[config.mk]
export PLATFORM = sky130hd
export DESIGN_NAME = mult_div_unit
export DESIGN_NICKNAME = d
export VERILOG_FILES = /design/src/rtl/mult_div_unit.sv
export SDC_FILE = /design/constraint.sdc
export NUM_CORES = 1
export LEC_CHECK = 0
export BUFFER_PORTS_ARGS = -buffer_cell sky130_fd_sc_hd__buf_2
export CORE_MARGIN = 8
export CORE_UTILIZATION = 32
export CTS_CLUSTER_SIZE = 10
export DETAILED_ROUTE_END_ITERATION = 16
export SLEW_MARGIN = 5
export SYNTH_ARGS = -nofsm -noshare
export SYNTH_HDL_FRONTEND = slang
export SYNTH_SLANG_ARGS = --single-unit
export TNS_END_PERCENT = 10
[constraint.sdc]
create_clock -name CLK -period 6.1 [get_ports CLK]
set_input_delay 0.61 -clock CLK [delete_from_list [all_inputs] [get_ports CLK]]
set_output_delay 0.61 -clock CLK [all_outputs]
set_load 0.02 [all_outputs]
[src/rtl/mult_div_unit.sv]
// Iterative multiply/divide unit for MULT, MULTU, DIV and DIVU.
// Owns the architectural HI/LO registers and accepts MTHI/MTLO writes while idle.
// Every operation takes 33 cycles: 32 radix-2 steps, then one sign-fix/load cycle.
module mult_div_unit #(
  parameter int unsigned WORD_W = 32
) (
  input  logic              CLK,
  input  logic              nRST,
  input  logic              start,
  input  logic [1:0]        op,
  input  logic [WORD_W-1:0] A,
  input  logic [WORD_W-1:0] B,
  input  logic              hi_we,
  input  logic              lo_we,
  input  logic [WORD_W-1:0] wdat,
  output logic              busy,
  output logic              done,
  output logic              dbz,
  output logic [WORD_W-1:0] hi,
  output logic [WORD_W-1:0] lo
);

  localparam int unsigned CntW = $clog2(WORD_W);

  typedef enum logic [1:0] {
    StIdle,
    StCalc,
    StFix
  } state_e;

  state_e              state_q, state_d;
  logic [CntW-1:0]     cnt_q, cnt_d;
  logic                is_div_q, is_div_d;
  logic                neg_res_q, neg_res_d;  // product/quotient negated in FIX
  logic                neg_rem_q, neg_rem_d;  // remainder follows the dividend sign
  logic                zero_div_q, zero_div_d;
  logic [WORD_W-1:0]   a_raw_q, a_raw_d;      // original dividend, returned on divide by zero
  logic [WORD_W-1:0]   opnd_q, opnd_d;        // multiplicand magnitude or divisor magnitude
  logic [2*WORD_W-1:0] acc_q, acc_d;          // {upper, lower}: product, or {remainder, quotient}
  logic                busy_q, busy_d;
  logic                done_q, done_d;
  logic                dbz_q, dbz_d;
  logic [WORD_W-1:0]   hi_q, hi_d;
  logic [WORD_W-1:0]   lo_q, lo_d;

  logic                a_neg, b_neg;
  logic [WORD_W-1:0]   a_mag, b_mag;
  logic [WORD_W:0]     mul_sum;
  logic [2*WORD_W-1:0] mul_next;
  logic [WORD_W:0]     div_shift;
  logic [WORD_W+1:0]   div_diff;
  logic [2*WORD_W-1:0] div_next;
  logic [2*WORD_W-1:0] prod_fix;
  logic [WORD_W-1:0]   quo, rem;

  // Operand magnitudes; op[0]=0 selects the signed variants. abs(most negative) wraps to itself.
  always_comb begin
    a_neg = ~op[0] & A[WORD_W-1];
    b_neg = ~op[0] & B[WORD_W-1];
    a_mag = a_neg ? -A : A;
    b_mag = b_neg ? -B : B;
  end

  // Single radix-2 step for each operation, plus the FIX-stage sign correction.
  always_comb begin
    // Shift-add: add the multiplicand into the upper half when the low bit is set, shift right.
    mul_sum   = {1'b0, acc_q[2*WORD_W-1:WORD_W]}
              + (acc_q[0] ? {1'b0, opnd_q} : {(WORD_W + 1){1'b0}});
    mul_next  = {mul_sum, acc_q[WORD_W-1:1]};
    // Restoring divide: shift the next dividend bit into the 33-bit partial remainder.
    div_shift = acc_q[2*WORD_W-1:WORD_W-1];
    div_diff  = {1'b0, div_shift} - {2'b00, opnd_q};
    if (div_diff[WORD_W+1]) begin
      div_next = {div_shift[WORD_W-1:0], acc_q[WORD_W-2:0], 1'b0};
    end else begin
      div_next = {div_diff[WORD_W-1:0], acc_q[WORD_W-2:0], 1'b1};
    end
    prod_fix  = neg_res_q ? -acc_q : acc_q;
    quo       = acc_q[WORD_W-1:0];
    rem       = acc_q[2*WORD_W-1:WORD_W];
  end

  // Next-state logic: issue, iterate, fix up and load HI/LO; MTHI/MTLO only when idle.
  always_comb begin
    state_d    = state_q;
    cnt_d      = cnt_q;
    is_div_d   = is_div_q;
    neg_res_d  = neg_res_q;
    neg_rem_d  = neg_rem_q;
    zero_div_d = zero_div_q;
    a_raw_d    = a_raw_q;
    opnd_d     = opnd_q;
    acc_d      = acc_q;
    busy_d     = busy_q;
    done_d     = 1'b0;
    dbz_d      = 1'b0;
    hi_d       = hi_q;
    lo_d       = lo_q;
    unique case (state_q)
      StIdle: begin
        if (start) begin
          state_d    = StCalc;
          busy_d     = 1'b1;
          cnt_d      = '0;
          is_div_d   = op[1];
          neg_res_d  = a_neg ^ b_neg;
          neg_rem_d  = a_neg;
          zero_div_d = op[1] & (B == '0);
          a_raw_d    = A;
          opnd_d     = op[1] ? b_mag : a_mag;
          acc_d      = {{WORD_W{1'b0}}, (op[1] ? a_mag : b_mag)};
        end else begin
          if (hi_we) hi_d = wdat;
          if (lo_we) lo_d = wdat;
        end
      end
      StCalc: begin
        acc_d = is_div_q ? div_next : mul_next;
        cnt_d = cnt_q + CntW'(1);
        if (cnt_q == CntW'(WORD_W - 1)) state_d = StFix;
      end
      StFix: begin
        state_d = StIdle;
        busy_d  = 1'b0;
        done_d  = 1'b1;
        dbz_d   = zero_div_q;
        if (zero_div_q) begin
          lo_d = {WORD_W{1'b1}};
          hi_d = a_raw_q;
        end else if (is_div_q) begin
          lo_d = neg_res_q ? -quo : quo;
          hi_d = neg_rem_q ? -rem : rem;
        end else begin
          hi_d = prod_fix[2*WORD_W-1:WORD_W];
          lo_d = prod_fix[WORD_W-1:0];
        end
      end
      default: state_d = StIdle;
    endcase
  end

  // State and datapath registers; reset aborts any operation in flight.
  always_ff @(posedge CLK or negedge nRST) begin
    if (!nRST) begin
      state_q    <= StIdle;
      cnt_q      <= '0;
      is_div_q   <= 1'b0;
      neg_res_q  <= 1'b0;
      neg_rem_q  <= 1'b0;
      zero_div_q <= 1'b0;
      a_raw_q    <= '0;
      opnd_q     <= '0;
      acc_q      <= '0;
      busy_q     <= 1'b0;
      done_q     <= 1'b0;
      dbz_q      <= 1'b0;
      hi_q       <= '0;
      lo_q       <= '0;
    end else begin
      state_q    <= state_d;
      cnt_q      <= cnt_d;
      is_div_q   <= is_div_d;
      neg_res_q  <= neg_res_d;
      neg_rem_q  <= neg_rem_d;
      zero_div_q <= zero_div_d;
      a_raw_q    <= a_raw_d;
      opnd_q     <= opnd_d;
      acc_q      <= acc_d;
      busy_q     <= busy_d;
      done_q     <= done_d;
      dbz_q      <= dbz_d;
      hi_q       <= hi_d;
      lo_q       <= lo_d;
    end
  end

  assign busy = busy_q;
  assign done = done_q;
  assign dbz  = dbz_q;
  assign hi   = hi_q;
  assign lo   = lo_q;

endmodule
==> results.txt <==
----------------------------------------------------
[Logic synthesis]
  Portion of netlist area occupied by mux cells ... 3.25%
  Yosys synthesis warning count ... 0
  Average cell area after synthesis ... 7.90 um^2
  Total of flip-flops plus latches after synthesis ... 206
  Compound-cell area share of the yosys netlist ... 27.2%
  Sequential-to-total area share from yosys stat ... 31.8%
  Async set or reset register ratio after synthesis ... 100%
  Adder-cell area share of the yosys netlist ... 5.65%
  Most instantiated flip-flop cell in the synthesis netlist ... dfrtp_1
  Number of distinct library cells after synthesis ... 75
  Combined area of all synthesized cells ... 16,200 um^2
  Syn nets ... 2,229
  Number of standard cells after synthesis ... 2,054
  Parity-gate share of the synthesized area counting xor and xnor cells ... 9.23%
  Number of enable-type register cells in the synthesized netlist ... 0
  Largest family of logic cells by synthesized area ... compound AO/OA/AOI/OAI gates
  Simple-gate share of the synthesized area ... 18.0%

[Clock tree]
  Cts bufs inserted ... 27
  CTS Hold Buffers Added ... 0
  Clock tree root buffer cell ... clkbuf_16
  Number of gates resized after cts ... 0
  CTS Sinks ... 206
  Number of levels in the clock H-tree ... 1
  Post CTS Setup Buffer Count ... 0
  CTS tree ... yes
  Clock-pin slew on the worst setup and hold paths ... 0.06 ns
  Maximum clock insertion buffer count ... 3
  Skew-Pair Late Insertion Delay ... 0.57 ns

[Placed design]
  Port-buffer cells ... 169
  Routability cong. ... 0.952
  HPWL Detailed ... 48.0 mm

[Timing]
  Final-report setup violation count ... 0
  Worst-case headroom to the max-slew limit ... 20.1%
  Post-route setup TNS ... 0 ns
  Final Cycle Share ... 72.3%
  Setup Skew ... 0.0192 ns
  Transition time at the pin with the least slew margin ... 1.20 ns
  Unrepaired setup endpoints after global routing ... false
  Final critical delay including setup and external delays ... 4.41 ns
  Hold Fails Final Rpt ... 0
  Highest clock rate ... 227 MHz
  Number of max-slew violations in the final report ... 0

[Finish]
  Most frequent cells in the layout ... nand2_1 (267), dfrtp_1 (205), nor2_1 (188), o21ai_0 (184), buf_2 (167)
  Fraction of the core area covered by cells at the end of the flow ... 36.8%
  Most frequent standard cell in the layout excluding fill and tap cells ... nand2_1
  Fraction of layout cells with a size suffix above 1 ... 11.8%
  Fin nets ... 2,308
  Synth-to-Final Area Change ... 13.5%

[Drt]
  Routed vias/inst ... 5.73
  Final antenna-violating net count ... 0
  Number of remaining DRC errors ... 0
  Routed len/inst ... 22.6 um
  Total via count after detailed routing ... 16,100
  Total Wirelength ... 63.6 mm
  Number of iterations in the first detailed-routing pass ... 6
  DRT iter0 DRCs ... 1,552

[Floorplan]
  Die footprint ... 58,200 um^2
  Die span in x ... 241 um
  Die span in y ... 241 um
  Placeable core region ... 50,100 um^2
  Ports placed on the boundary ... 170
  Standard-cell row count ... 82
  Initial Util ... 32.4%

[Critical path]
  Critical Path Start ... acc_q[32]$_DFFE_PN0P_
  Type of destination of the critical path ... flop
  Element type at the critical path start ... flop
  Worst path required time ... 6.53 ns
  Launch instance of the worst register-to-register path ... acc_q[32]$_DFFE_PN0P_
  Setup CP Type ... reg -> reg
  Crit path arrival time ... 4.84 ns
  Maximum fanout count along the critical path ... 37

[Power]
  Switching share of power ... 51.2%
  Proportion of power drawn by the clock network ... 12.9%
  Part of the power in registers ... 25.2%
  Power dissipated by switching net loads ... 6.07 mW
  IR drop worst, VDD ... 0.291 mV
  Internal power of the cells ... 5.79 mW
  Combinational share of power ... 61.8%
  Total power density per cell area ... 644 nW/um^2
  Leakage dissipation ... 8.01 nW

[Status]
  Run status ... complete, no violations

[Global routing]
  Gr usage total ... 21.2%
  Pin count of the biggest net entering global routing ... 156
  Wire length of the first global-routing pass ... 95.4 mm
  Initial antenna violation count ... 1
  Number of global-route vias before repair ... 15,200
  GRT overflow ... 0

[Run]
  Max Cap Violations ... 0

[Worst hold path]
  Hold WC Path Type ... in -> async

----------------------------------------------------
-- power by group through the flow --
stage	clock network [mW]	registers, mW	logic (mW)
floorplan	0	2.74	5.18
global placement	0	2.95	7.18
detailed placement	0	2.98	7.24
CTS	1.56	2.96	7.27
global route	1.60	3.05	8.07
finish	1.53	2.99	7.33
-- worst max-delay path: stages (launching register included) --
cell and delay (ns):
dfrtp_1 0.56, ha_1 0.30, nor2b_1 0.15, o31ai_1 0.32, o211ai_1 0.26, a211oi_1 0.71
o211a_1 0.29, o21bai_1 0.11, o41ai_2 0.41, buf_4 0.50, mux2_2 0.40, a21oi_1 0.14
o21ai_0 0.08
-- area by class of cell --
| type | count | area (um^2) |
|---|---|---|
| Clock buffer | 35 | 726 |
| Antenna cell | 1 | 2.50 |
| Inverter | 70 | 263 |
| Sequential cell | 206 | 5160 |
| Multi-Input combinational cell | 1638 | 10300 |
| Clock inverter | 5 | 90.1 |
| Timing Repair Buffer | 190 | 1030 |
| Fill cell | 5286 | 31600 |
| Tap cell | 672 | 841 |
-- path summary, 6_finish.rpt --
path                                     endpoint  slack [ns]  cells after the start
min in group CLK           a_raw_q[6]$_DFFE_PN0P_        0.29                      3
max reg2reg                 acc_q[38]$_DFFE_PN0P_        1.69                     12
min                         opnd_q[4]$_DFFE_PN0P_        0.07                      1
max in group asynchronous  state_q[0]$_DFFE_PN0P_        4.35                      2
min reg2reg                    lo[22]$_DFFE_PN0P_        0.47                      2
max                         acc_q[38]$_DFFE_PN0P_        1.69                     12
-- layer usage --
metal / track usage [%] / vias up / wire [um]
met5: 0 / - / 13
met1: 30.2 / 7792 / 28500
met2: 32.0 / 697 / 27200
li1: - / 7560 / -
met3: 4.21 / 95 / 6060
met4: 6.23 / 2 / 1880
-- kinds of logic after synthesis --
group           after synthesis
compound gates              693
xor+xnor                    171
fa+ha+maj                    72
buf+inv                     210
flops                       206
mux                          52
simple gates                650
-- per-stage QoR --
step	instance area (um^2)	hold WS (ns)	setup slack [ns]	total power, mW	std cells
finish	18400	0.0725	1.69	11.9	2817
floorplan	16200	0.314	2.60	7.92	2054
global placement	17600	0.457	1.82	10.1	2776
CTS	18400	0.142	1.71	11.8	2816
detailed placement	17600	0.462	1.75	10.2	2776
global route	18400	0.188	1.40	12.7	2816
-- sequential cells by signal (all words and copies together), names as in the netlist --
signal,flops
acc_q,64
a_raw_q,32
hi,32
lo,32
opnd_q,32
cnt_q,5
state_q,2
busy,1
dbz,1
done,1
is_div_q,1
neg_rem_q,1
neg_res_q,1
zero_div_q,1
-- synthesized netlist by cell type (10+ instances only) --
master | n | area share [%]
and3_1 | 12 | 0.46
nor2b_1 | 13 | 0.50
a222oi_1 | 21 | 1.3
nor3_1 | 29 | 0.89
o22ai_1 | 35 | 1.3
nand4_1 | 14 | 0.54
xor2_1 | 53 | 2.9
nand3_1 | 27 | 0.83
nor4_1 | 13 | 0.50
o41ai_1 | 17 | 0.92
o211ai_1 | 21 | 0.97
a211oi_1 | 68 | 3.1
dfrtp_1 | 206 | 32
nand2b_1 | 18 | 0.69
mux2i_1 | 47 | 2.9
ha_1 | 70 | 5.4
o31ai_1 | 29 | 1.3
or3_1 | 19 | 0.73
or4_1 | 11 | 0.51
a31oi_1 | 16 | 0.62
a22oi_1 | 11 | 0.51
o21bai_1 | 10 | 0.46
o21a_1 | 17 | 0.79
nor2_1 | 190 | 4.4
and2_1 | 12 | 0.46
xnor2_1 | 118 | 6.4
clkbuf_1 | 127 | 2.9
inv_1 | 67 | 1.6
buf_1 | 12 | 0.28
a21oi_1 | 163 | 5.0
nand2_1 | 267 | 6.2
o21ai_0 | 185 | 5.7
a21o_1 | 37 | 1.7
Power figures use the tool's default switching activity.
